--- src/rtl/mul_pkg.sv ---
// mul_pkg: shared FSM encoding and default latency/tag width for the multiplier slice
package mul_pkg;
  typedef enum logic [1:0] {
    IDLE  = 2'd0,
    START = 2'd1,
    WAIT  = 2'd2,
    RESP  = 2'd3
  } state_t;
  localparam int MUL_LATENCY = 33;
  localparam int TAG_W = 4;
endpackage

--- src/rtl/mul_sequencer.sv ---
// mul_sequencer: issues requests to the sequential Booth multiplier, counts its latency and returns the product
module mul_sequencer
  import mul_pkg::*;
#(
  parameter int WIDTH = 64,
  parameter int TAG_W = mul_pkg::TAG_W,
  parameter int MUL_LATENCY = mul_pkg::MUL_LATENCY,
  parameter bit ZERO_BYPASS = 1'b1
) (
  input  logic             clk,
  input  logic             rst,
  input  logic             req_valid,
  output logic             req_ready,
  input  logic [WIDTH-1:0] req_a,
  input  logic [WIDTH-1:0] req_b,
  input  logic [TAG_W-1:0] req_tag,
  output logic             mul_start,
  output logic [WIDTH-1:0] mul_a,
  output logic [WIDTH-1:0] mul_b,
  input  logic [WIDTH-1:0] mul_result,
  output logic             resp_valid,
  input  logic             resp_ready,
  output logic [WIDTH-1:0] resp_result,
  output logic [TAG_W-1:0] resp_tag,
  output logic             busy
);
  localparam int CW = MUL_LATENCY > 1 ? $clog2(MUL_LATENCY) : 1;
  localparam logic [CW-1:0] CNT_LOAD = CW'(MUL_LATENCY - 1);
  state_t state, state_n;
  logic [CW-1:0] cnt;
  logic [TAG_W-1:0] tag_q;
  logic accept, zero_op, done;
  assign req_ready = (state == IDLE && !rst) || (state == RESP && resp_ready);
  assign accept = req_valid && req_ready;
  assign zero_op = ZERO_BYPASS && (req_a == '0 || req_b == '0);
  assign done = state == WAIT && cnt == '0;
  assign mul_start = state == START;
  assign resp_valid = state == RESP;
  assign busy = state != IDLE;
  assign resp_tag = tag_q;
  // next state: accepts in IDLE or on a completing response, bypassing the multiplier for zero operands
  always_comb begin
    state_n = state;
    case (state)
      IDLE:    state_n = accept ? (zero_op ? RESP : START) : IDLE;
      START:   state_n = WAIT;
      WAIT:    state_n = done ? RESP : WAIT;
      RESP:    state_n = accept ? (zero_op ? RESP : START) : (resp_ready ? IDLE : RESP);
      default: state_n = IDLE;
    endcase
  end
  // state register; reset abandons any in-flight operation
  always_ff @(posedge clk or posedge rst) begin
    if (rst) state <= IDLE;
    else state <= state_n;
  end
  // operand/tag capture, latency down-counter and product capture
  always_ff @(posedge clk or posedge rst) begin
    if (rst) begin
      mul_a <= '0;
      mul_b <= '0;
      tag_q <= '0;
      cnt <= '0;
      resp_result <= '0;
    end else begin
      if (accept) begin
        mul_a <= req_a;
        mul_b <= req_b;
        tag_q <= req_tag;
      end
      if (accept && zero_op) resp_result <= '0;
      else if (done) resp_result <= mul_result;
      cnt <= state == START ? CNT_LOAD : (state == WAIT && cnt != '0) ? cnt - CW'(1) : cnt;
    end
  end
endmodule

--- config.mk ---
export PLATFORM = sky130hd
export DESIGN_NAME = mul_sequencer
export DESIGN_NICKNAME = d
export VERILOG_FILES = /design/src/rtl/mul_pkg.sv /design/src/rtl/mul_sequencer.sv
export SDC_FILE = /design/constraint.sdc
export NUM_CORES = 1
export LEC_CHECK = 0
export BUFFER_PORTS_ARGS = -buffer_cell sky130_fd_sc_hd__clkbuf_2
export CAP_MARGIN = 20
export CELL_PAD_IN_SITES_DETAIL_PLACEMENT = 1
export CELL_PAD_IN_SITES_GLOBAL_PLACEMENT = 2
export CORE_MARGIN = 4
export CORE_UTILIZATION = 28
export CTS_CLUSTER_DIAMETER = 40
export DETAILED_ROUTE_END_ITERATION = 12
export GPL_TIMING_DRIVEN = 0
export PLACE_DENSITY_LB_ADDON = 0.2
export SLEW_MARGIN = 20
export SYNTH_ARGS = -nofsm -noshare
export SYNTH_HDL_FRONTEND = slang
export SYNTH_SLANG_ARGS = --single-unit
--- constraint.sdc ---
create_clock -name clk -period 10.41 [get_ports clk]
set_input_delay 3.123 -clock clk [delete_from_list [all_inputs] [get_ports clk]]
set_output_delay 3.123 -clock clk [all_outputs]
set_load 0.01 [all_outputs]
Word level (Yosys, flattened, before mapping). Index checks and enable logic that the tools add are counted.

$add $sub $neg: 1. Equality and inequality tests: 3. Muxes and demuxes: 10. Reductions and logical operators: 17.

Operators with widths (number): zero test 64 bit (2); two-way mux 64 bit (2); two-way mux 6 bit (2); two-way mux 2 bit (4); one-hot mux 2 bit (4 select lines) (1); logical AND 1 bit (6); zero test 6 bit (1); nonzero test 2 bit (3); nonzero test 6 bit (1); subtractor 6 x 1 -> 6 bit, second input constant (1); == test 2 bit, second input constant (2); == test 2 x 1 -> 1 bit, second input constant (1); zero test 2 bit (1); logical OR 1 bit (2); zero test 1 bit (1); two-way mux 1 bit (1).

Flip-flop bits (word level): 204. Bits of input ports: 200.

Longest topological paths before layout.
Depth in word-level cells: 6. Gate-level depth with buffers: 8.

Worst setup path after synthesis. Ideal clock, no wire load.

Path kind: in2reg. From: input port rst. To: register state[0]. Arrival: 7655 ps. Required time: 10311 ps. Path slack: 2656 ps. Stages on the path: 3. Cell sequence: inv_1 nand2_1 o21ai_0.

Word-level cells in the longest chain between the ends: 6. Elaborated cells on any way between the ends: 7. Classes of those cells: mux: 3; reduce/logical: 4.

Ends and longest elaborated chain: from (decl) (line mul_sequencer.sv:11) `input logic rst,`; zero test 1 bit (no source line) *; logical AND 1 bit * (line mul_sequencer.sv:33) `assign req_ready = (state == IDLE && !rst) || (state == RESP && resp_ready);`; logical OR 1 bit * (line mul_sequencer.sv:33); logical AND 1 bit * (line mul_sequencer.sv:34) `assign accept = req_valid && req_ready;`; two-way mux 2 bit (on tied branches) (line mul_sequencer.sv:48, mul_sequencer.sv:45); one-hot mux 2 bit (4 select lines) * (line mul_sequencer.sv:44) `case (state)`; named net state_n[0] (line mul_sequencer.sv:29) `state_t state, state_n;`; to (signal assigned) (line mul_sequencer.sv:55) `else state <= state_n;`; to (decl) (line mul_sequencer.sv:29).

The timed path passes the listed nets; every way through them passes the cells marked *. A chain may end at the register's enable or synchronous reset.

Final worst setup path.
From: input port rst. To: output port req_ready.

Word-level cells in the longest chain between the ends: 3.

Ends and longest elaborated chain: zero test 1 bit (no source line); logical AND 1 bit (line mul_sequencer.sv:33); logical OR 1 bit (line mul_sequencer.sv:33); to (decl) (line mul_sequencer.sv:13) `output logic req_ready,`.

Every way passes these cells.

==> parameters.txt <==
Parameter                              Value

Clock network
  CTS H-tree depth ... 2
  Clock latency reported for the late side of the worst-skew pair ... 0.50 ns
  Number of buffers on the longest clock path ... 3
  Number of buffers inserted by hold repair at cts ... 0
  Number of buffers inserted by post-CTS setup repair ... 0
  CTS tree ... done
  Clock slew at the register clock pins of the worst setup and hold paths ... 0.04 ns
  Number of buffers inserted during clock tree synthesis ... 40
  Post-cts sizing count ... 0
  Count of clock tree sinks ... ~200
  Cell at the root of the clock tree ... clkbuf_16

Die
  Row Count ... 62
  Die Wd ... approximately 180 um
  Die area ... between 0.03 and 0.04 mm2
  Starting Density ... between 20% and 30%
  Area of the core ... 0.0289 mm2
  Die extent in y ... 180 um
  Total I/O pin count ... 400

Synth
  Async set-reset flop share out of synthesis ... 100%
  Cell with the most instances after synthesis ... dfrtp_1
  Area share of the largest cell type after synthesis ... roughly three fifths
  Number of distinct library cells after synthesis ... 35
  Post-synthesis area per instance ... ~13 um2
  Number of enable flip-flop cells after synthesis ... 0
  Number of cells produced by synthesis ... about 660
  Warnings from Yosys ... 0
  Number of register bits inferred by synthesis ... around 200
  Most numerous cell types in the synthesized netlist ... dfrtp_1 (204), mux2_2 (133), nand2_1 (132), o21ai_0 (43), nor4_1 (33)
  Synth area leader ... dfrtp_1
  Portion of the post-synthesis area used by sequential elements ... roughly three fifths
  Post-Syn Area ... 0.00825 mm2
  Top post-synthesis cells by area ... dfrtp_1 (62%), mux2_2 (18%), nand2_1 (6.0%), o21ai_0 (2.6%), nor4_1 (2.5%)
  Post-synthesis net count ... 859
  Dominant synthesized flop cell ... dfrtp_1

Drt
  Aggregate routed wire length ... between 20000 and 30000 um
  Antenna Violating Nets Remaining ... 0
  Violation count after the first detailed-routing iteration ... 236
  Number of search-and-repair iterations in the first detailed-routing pass ... 4
  Average routed wire per standard cell ... about 20 um
  Vias after detailed routing ... about 6900
  Residual DRC count ... 0
  Avg Vias per Cell ... 4.56

Worst setup path
  Type of element launching the critical path ... input pin
  Crit path cell chain ... clkbuf_2 > o21ai_2 > clkbuf_2
  Crit path capture type ... primary output
  Setup Crit Path Kind ... input pin to primary output
  Crit-path most repeated cell ... clkbuf_2
  Required @ worst endpoint ... between 7 and 8 ns
  Slowest stage delay, CP ... ~0.17 ns
  Buffers & Inverters on Critical Path ... 2
  Family of cells with the greatest summed delay on the critical path ... buffers and inverters
  Crit Path Max Fanout ... 2
  Reg2reg path depth ... 7
  Critical Path Slowest Stage Cell ... o21ai_2
  Number of cells on the critical path ... 3
  Critical Path Source ... rst
  Data arrival time of the critical path ... roughly 3.6 ns
  Reg-to-Reg Start ... cnt[0]
  Slack of the worst reg-to-reg path ... 8.03 ns

Run status
  Result of the run ... finished clean

Pwr
  Pwr dens ... between 300 and 400 mW/mm2
  Sequential group share of total power ... about a third
  Internal power ... around 2800 uW
  Switch share ... between 30% and 40%
  Combinational Power Share ... approximately a third
  Leakage component of the power ... 0.00602 uW
  Psw ... about 1400 uW
  Power share of the clock group ... 33.3%
  Worst IR Drop VDD ... roughly 0.16 mV

Worst hold path
  Instance count along the most critical hold path ... 1
  Hold path startpoint ... mul_a[12]
  Tightest Hold Check Type ... register to register

Timing
  Worst hold slack across all endpoints ... about 0.5 ns
  Worst slew margin relative to its limit ... 54.1%
  Final hold viol count ... 0
  Time the final worst path needs with I/O delays and setup ... approximately 6.7 ns
  Final setup TNS ... 0 ns
  Final clock period utilization by the worst path ... roughly 64%
  Slew @ Worst Pin ... approximately 0.7 ns
  Final number of setup-violating endpoints ... 0
  RSZ-0062 raised after global routing ... no
  Final count of pins violating max slew ... 0
  Highest Clock Rate ... around 150 MHz
  Max Clock Skew ... approximately 0.012 ns
  Worst setup margin ... between 3 and 4 ns

Place
  HPWL after DPL ... about 23000 um
  Cell Area, Placed ... around 0.011 mm2
  Routability cong. ... about 0.80
  PortBufs ... around 400
  Worst-case setup slack after placement ... between 3 and 4 ns

Layout
  Nets ... around 1300
  Layout cell share with drive strength beyond 1 ... about 56%
  Area grow syn2layout ... 48.2%
  Count of fill cells added during filler insertion ... between 3000 and 4000
  Cell area after layout ... ~0.012 mm2

Global routing
  Remaining global-route overflow ... 0
  First-pass GRT wire length ... 46600 um
  Global router's overall resource usage ... between 15 and 20%
  Vias in the first global route ... 7761
  Number of antenna violations at the first check in global routing ... 3
  Maximum number of pins on one net before global-route repair ... 95

Flow run
  Max-cap violations ... 0
-- stage by stage --
step | std cells | power [uW] | utilization [%]
floorplan | 658 | 2120 | -
global placement | 1441 | 2760 | 37.2
detailed placement | 1443 | 2800 | 37.4
CTS | 1513 | 4210 | 42.4
global route | 1516 | 4410 | 42.4
finish | 1516 | 4140 | 42.4
-- routing by layer --
layer | vias to the layer above | wire [um] | part of all wire [%] | GRT usage, %
li1 | 3205 | - | - | -
met1 | 3387 | 11900 | 40 | 21.4
met2 | 286 | 14400 | 49 | 30.5
met3 | 41 | 2600 | 8.8 | 6.91
met4 | 0 | 672 | 2.3 | 4.85
met5 | - | 0 | 0 | 0
-- final timing paths --
kind / endpoint
min in group asynchronous: resp_result[5]
min: mul_a[12]
max in group asynchronous: mul_a[2]
max: req_ready
max reg2reg: resp_result[49]
min reg2reg: mul_a[12]
-- power groups by stage --
stage	combinational, uW	clock [uW]	sequential (uW)
final	1340	1380	1420
after global routing	1480	1450	1470
after detailed placement	1370	0	1420
after CTS	1380	1410	1420
after global placement	1360	0	1410
after floorplan	525	0	1590
-- state kept, by name, summed over array words and instances (netlist names) --
name / count
mul_a: 64
resp_tag: 4
mul_b: 64
state: 2
cnt: 6
resp_result: 64
-- logic make-up (layout without fill, tap and decap cells) --
family	after synthesis	count (layout)	share of synthesized area [%]
other cells	0	3	0
compound gates	84	84	5.50
simple gates	192	192	10.8
fa+ha+maj	1	1	0.152
buf+inv	43	514	3.46
mux	134	134	18.3
flops	204	204	61.9
-- cell type report --
cell class | count | area, um2 | share of cell area, %
sequential | 204 | 5100 | 41.7
timing repair buffer | 401 | 2050 | 16.8
multi-input combinational | 411 | 2860 | 23.4
clock buffer | 51 | 1080 | 8.86
inverter | 5 | 26.3 | 0.215
buffer | 38 | 267 | 2.18
tap | 384 | 480 | 3.93
antenna | 3 | 7.51 | 0.0614
clock inverter | 19 | 345 | 2.82
-- placed cells by master (no fill, tap or decap), drive strengths merged --
cell type | synthesis | layout
a21o | 1 | 1
a21oi | 3 | 3
a2bb2oi | 1 | 1
and2 | 1 | 1
buf | 34 | 36
bufinv | 0 | 9
clkbuf | 4 | 454
clkinv | 1 | 4
clkinvlp | 0 | 4
dfrtp | 204 | 204
diode | 0 | 3
ha | 1 | 1
inv | 4 | 7
mux2 | 133 | 133
mux2i | 1 | 1
nand2 | 132 | 132
nand2b | 1 | 1
nand3 | 3 | 3
nand4 | 8 | 8
nor2 | 2 | 2
nor2b | 1 | 1
nor3 | 2 | 2
nor3b | 2 | 2
nor4 | 34 | 34
o211ai | 3 | 3
o21ai | 73 | 73
o22a | 1 | 1
o311ai | 1 | 1
o32a | 1 | 1
or2 | 2 | 2
or4 | 3 | 3
or4b | 1 | 1
No activity file was read; power rests on OpenSTA's default activity.
